### src/rtl/lsu_pkg.sv
// lsu_pkg: size encodings, FSM state type and alignment helper shared by the load/store unit
package lsu_pkg;
  localparam logic [1:0] SZ_BYTE = 2'b00;
  localparam logic [1:0] SZ_HALF = 2'b01;
  localparam logic [1:0] SZ_WORD = 2'b10;
  typedef enum logic [2:0] {
    S_IDLE,
    S_LOAD,
    S_STORE,
    S_RMW_RD,
    S_RMW_WR,
    S_DONE
  } lsu_state_t;
  function automatic logic lsu_misaligned(input logic [1:0] size, input logic [1:0] off);
    return (size == SZ_HALF && off[0]) || (size == SZ_WORD && off != 2'b00);
  endfunction
endpackage

### src/rtl/lsu_lane_align.sv
// lsu_lane_align: combinational lane extract/extend (word,off,size,uns -> ext) and sub-word merge (word,data,off,size -> merged)
module lsu_lane_align
  import lsu_pkg::*;
(
  input  logic [31:0] word,
  input  logic [1:0]  off,
  input  logic [1:0]  size,
  input  logic        uns,
  input  logic [31:0] data,
  output logic [31:0] ext,
  output logic [31:0] merged
);
  logic [31:0] lane;
  logic [31:0] mask;
  always_comb begin
    lane = word >> {off, 3'b000};
    ext = size == SZ_BYTE ? {{24{~uns & lane[7]}}, lane[7:0]}
        : size == SZ_HALF ? {{16{~uns & lane[15]}}, lane[15:0]}
        : word;
    mask = (size == SZ_BYTE ? 32'h0000_00ff : size == SZ_HALF ? 32'h0000_ffff : 32'hffff_ffff) << {off, 3'b000};
    merged = (word & ~mask) | ((data << {off, 3'b000}) & mask);
  end
endmodule

### src/rtl/load_store_unit.sv
// load_store_unit: MEM-stage FSM; pipeline side (req/we/size/unsigned/addr/wdata -> rdata/done/err/stall), memory side (mem_addr/wdata/read/write, mem_rdata)
module load_store_unit
  import lsu_pkg::*;
#(
  parameter int ADDR_W = 32
) (
  input  logic              clk_i,
  input  logic              rst_i,
  input  logic              req_i,
  input  logic              we_i,
  input  logic [1:0]        size_i,
  input  logic              unsigned_i,
  input  logic [ADDR_W-1:0] addr_i,
  input  logic [31:0]       wdata_i,
  output logic [31:0]       rdata_o,
  output logic              done_o,
  output logic              err_o,
  output logic              stall_o,
  output logic [ADDR_W-1:0] mem_addr_o,
  output logic [31:0]       mem_wdata_o,
  output logic              mem_read_o,
  output logic              mem_write_o,
  input  logic [31:0]       mem_rdata_i
);
  lsu_state_t state, next;
  logic we_q, uns_q, err_q, bad, accept;
  logic [1:0] size_q;
  logic [ADDR_W-1:0] addr_q;
  logic [31:0] wdata_q, merge_q, ext, merged;
  assign accept = state == S_IDLE && req_i;
  assign bad = size_i == 2'b11 || lsu_misaligned(size_i, addr_i[1:0]);
  lsu_lane_align u_align (
    .word  (state == S_LOAD ? mem_rdata_i : merge_q),
    .off   (addr_q[1:0]),
    .size  (size_q),
    .uns   (uns_q),
    .data  (wdata_q),
    .ext   (ext),
    .merged(merged)
  );
  always_comb
    next = state == S_IDLE ? (!req_i ? S_IDLE : bad ? S_DONE : !we_i ? S_LOAD : size_i == SZ_WORD ? S_STORE : S_RMW_RD)
         : state == S_RMW_RD ? S_RMW_WR
         : state == S_DONE ? S_IDLE
         : S_DONE;
  always_ff @(posedge clk_i or posedge rst_i)
    if (rst_i) begin
      state   <= S_IDLE;
      we_q    <= 1'b0;
      uns_q   <= 1'b0;
      err_q   <= 1'b0;
      size_q  <= SZ_BYTE;
      addr_q  <= '0;
      wdata_q <= '0;
      merge_q <= '0;
      rdata_o <= '0;
    end else begin
      state <= next;
      if (accept) begin
        we_q    <= we_i;
        uns_q   <= unsigned_i;
        err_q   <= bad;
        size_q  <= size_i;
        addr_q  <= addr_i;
        wdata_q <= wdata_i;
      end
      if (state == S_RMW_RD) merge_q <= mem_rdata_i;
      if (state == S_LOAD) rdata_o <= ext;
    end
  assign mem_addr_o  = {addr_q[ADDR_W-1:2], 2'b00};
  assign mem_read_o  = state == S_LOAD || state == S_RMW_RD;
  assign mem_write_o = state == S_STORE || state == S_RMW_WR;
  assign mem_wdata_o = state == S_STORE ? wdata_q : state == S_RMW_WR ? merged : '0;
  assign done_o      = state == S_DONE;
  assign err_o       = state == S_DONE && err_q;
  assign stall_o     = accept || (state != S_IDLE && state != S_DONE);
endmodule

### config.mk
export PLATFORM = sky130hd
export DESIGN_NAME = load_store_unit
export DESIGN_NICKNAME = d
export VERILOG_FILES = /design/src/rtl/lsu_pkg.sv /design/src/rtl/lsu_lane_align.sv /design/src/rtl/load_store_unit.sv
export SDC_FILE = /design/constraint.sdc
export NUM_CORES = 1
export LEC_CHECK = 0
export ABC_AREA = 1
export ABC_CLOCK_PERIOD_IN_PS = 6900
export CELL_PAD_IN_SITES_DETAIL_PLACEMENT = 1
export CELL_PAD_IN_SITES_GLOBAL_PLACEMENT = 1
export CORE_ASPECT_RATIO = 1.25
export CORE_UTILIZATION = 37
export DETAILED_ROUTE_END_ITERATION = 10
export GPL_TIMING_DRIVEN = 0
export HOLD_SLACK_MARGIN = 0.1
export PLACE_DENSITY = 0.87
export RECOVER_POWER = 25
export SLEW_MARGIN = 20
export SYNTH_ARGS = -nofsm -noshare
export SYNTH_HDL_FRONTEND = slang
export SYNTH_SLANG_ARGS = --single-unit
export TNS_END_PERCENT = 50
### constraint.sdc
create_clock -name clk_i -period 6.9 [get_ports clk_i]
set_input_delay 1.38 -clock clk_i [delete_from_list [all_inputs] [get_ports clk_i]]
set_output_delay 1.38 -clock clk_i [all_outputs]
set_load 0.01 [all_outputs]
==> qor.yml <==
run_status:
  status: "finished with violations"
  violations: "max-capacitance violations, max-slew violations"
placed_design:
  place_inst: 1480
  dpl-instance-area_um2: 9760
  dp_slack_ps: 1790
  dpl.hpwl_mm: 21.9
  io_buffers: 201
  gp_congestion: 0.923
grt:
  first_global_vias: 8348
  antenna_found_initial: 0
  grt_max_degree: 106
  grt.overflow.total: 0
  grt_pass1_wl_mm: 44.8
  grtUsageTotal_pct: 28.9
clocking:
  numCtsBuffers: 17
  insertion_delay_ps: 440
  cts-resized-gates: 0
  cts_tree: "built"
  clkTransAtPathRegs_ps: 60
  cts_buffer_depth: 2
  cts-root-buf: "clkbuf_16"
  cts_htree_levels: 4
  cts.sinks: 135
  cts_setup_buffers: 0
  hold_buffers: 0
cells_and_area:
  fin_nets: 1337
  fin_area_um2: 10300
  antennaDiodeCount: 0
  area_delta_synth_final_pct: 40.1
  register_area_um2: 3380
  drive_gt1_share_pct: 9.22
  multi_input_area_um2: 3110
  final-instance-count-excl-fill: 1512
  fill_cells: 2438
detailed_routing:
  ant_nets: 0
  drt_iter0_drc: 391
  wirelength_mm: 28.3
  num_vias: 7749
  drtPass1Iterations: 5
  vias_per_cell: 5.13
  drc: 0
  post_drt_wl_per_cell_um: 18.7
floorplanning:
  num_io_pins: 204
  die_area_um2: 20500
  initial_core_util_pct: 37.9
  fp.dieW_um: 128
  coreArea_um2: 19500
  rows: 57
  die_h_um: 160
yosys:
  netlist_area_um2: 7380
  yosys_warnings: 0
  postSynthRegisterBits: 135
  avgSynthCellArea_um2: 7.29
  yosysUniqueCellTypes: 30
  synthTopCellsByArea: "dfrtp_1 46%, nand2_1 16%, o21ai_0 11%"
  synthCells: 1012
  yosysTopAreaCell: "dfrtp_1"
  netlist.area_leader.share_pct: 45.8
  seq_area_frac_synth_pct: 45.8
hold_path:
  hold_path_depth: 2
  min_to: "rdata_o[9]"
  hp-start: "rdata_o[9]"
  min_path_type: "reg -> reg"
sta:
  final_hold_viol_count: 0
  grt_setup_unrepaired: "no"
  tightest_slew_ps: 2690
  drv_slew: 106
  final-setup-viol-count: 0
  relSlewSlack_pct: -79.5
  worst_slack_ps: 1700
  max_freq_ghz: 0.192
  min_period_ps: 5200
  clock_skew_ps: 9.35
  period_share_pct: 75.4
critical_path:
  crit_arrival_ps: 3820
  r2r_cells: 10
  endpoint_kind: "output pin"
  cp-start-kind: "input port"
  cp_data_required_time_ps: 5520
  ff2ff_setup_slack_ps: 4240
  rr_endpoint: "rdata_o[8]"
  r2r_start: "state[2]"
  crit_type: "in -> out"
  crit_fanout: 4
power:
  cellLeakagePower_nw: 5.03
  ir_worst_vdd_mv: 0.247
  power.total_mw: 5.45
  pwr_density_cell_nw_per_um2: 528
run:
  drv_cap: 1
==> metal layers <==
layer  up-vias  share of wire, %  GRT usage [%]
met4         0               5.4           18.4
met2       285                50           49.2
li1       3645                 -              -
met3        95               5.7           6.00
met5         -                 0              0
met1      3724                39           32.5
==> power breakdown <==
part	switching, mW	internal (mW)
Clock	0.371	0.571
Combinational	1.82	1.26
Sequential	0.263	1.17
Total	2.45	3.00
==> how the worst max path moves through the flow <==
stage                    startpoint         endpoint  slack, ps
finish              mem_rdata_i[17]  mem_wdata_o[17]       1700
floorplan                     rst_i        addr_q[0]       1910
global route                  rst_i      wdata_q[22]       1370
global placement              rst_i      rdata_o[18]       -110
CTS                 mem_rdata_i[17]  mem_wdata_o[17]       1780
detailed placement  mem_rdata_i[17]  mem_wdata_o[17]       1790
==> sequential cells by signal, indices dropped and copies added, names as in the netlist <==
| name | cells |
|---|---|
| rdata_o | 32 |
| uns_q | 1 |
| wdata_q | 32 |
| merge_q | 32 |
| err_q | 1 |
| addr_q | 32 |
| state | 3 |
| size_q | 2 |
==> kinds of logic after synthesis <==
group                  Yosys count  share of synthesized area [%]
buffers and inverters          199                           12.1
DFF                            135                           45.8
muxes                            1                          0.153
AOI/OAI and AO/OA              228                           16.8
and+or+nand+nor                448                           25.1
other                            1                         0.0508
==> layout by cell type (no fill, tap or decap), types with 6 or more instances in the layout <==
cell type	netlist	layout
a21oi_1	10	10
a22oi_1	7	7
buf_2	7	6
buf_4	33	33
clkbuf_1	36	38
clkbuf_16	0	17
clkdlybuf4s50_1	0	199
dfrtp_1	135	135
inv_1	112	111
nand2_1	310	310
nand3_1	29	29
nand4_1	8	8
nor2_1	63	63
o211ai_1	12	12
o21ai_0	168	168
o22ai_1	28	28
or2_2	24	24
==> critical path, cell delays in order <==
cell             delay, ps
clkdlybuf4s50_1        460
inv_1                   50
o21ai_0                850
o21ai_0                290
o22ai_1                220
clkdlybuf4s50_1        570
==> synthesized netlist by cell type <==
| library cell | n |
|---|---|
| nand2_4 | 1 |
| inv_1 | 112 |
| mux2_2 | 1 |
| a22oi_1 | 7 |
| nand2_1 | 310 |
| buf_6 | 2 |
| conb_1 | 1 |
| or2_2 | 24 |
| clkinv_1 | 2 |
| inv_2 | 4 |
| a21oi_1 | 10 |
| nor2_1 | 63 |
| buf_4 | 33 |
| o211ai_1 | 12 |
| buf_2 | 7 |
| nand4_1 | 8 |
| o31ai_1 | 1 |
| nor2_4 | 1 |
| o22ai_1 | 28 |
| buf_1 | 3 |
| nand2_2 | 2 |
| nand3_2 | 3 |
| o21ai_4 | 1 |
| nor2_2 | 4 |
| nand3_1 | 29 |
| dfrtp_1 | 135 |
| nor3_1 | 3 |
| a31oi_1 | 1 |
| o21ai_0 | 168 |
| clkbuf_1 | 36 |
==> area by class of cell <==
class                   count  share of cell area (%)
well taps                 265                    3.21
repair buffers            202                    19.5
plain buffers              81                    4.36
inverters                 118                    4.30
clock inverters            10                    1.15
flip-flops and latches    135                    32.7
clock buffers              22                    4.69
multi-input cells         679                    30.1
==> through the flow <==
step | util [%] | TNS, ps | hold WS (ps)
CTS | 53.2 | 0 | 483
detailed placement | 50.1 | 0 | 467
floorplan | - | 0 | 450
global route | 53.1 | 0 | 503
global placement | 49.9 | -13310 | 464
finish | 53.1 | 0 | 477
Note: power is estimated with default switching activity, not from simulation.
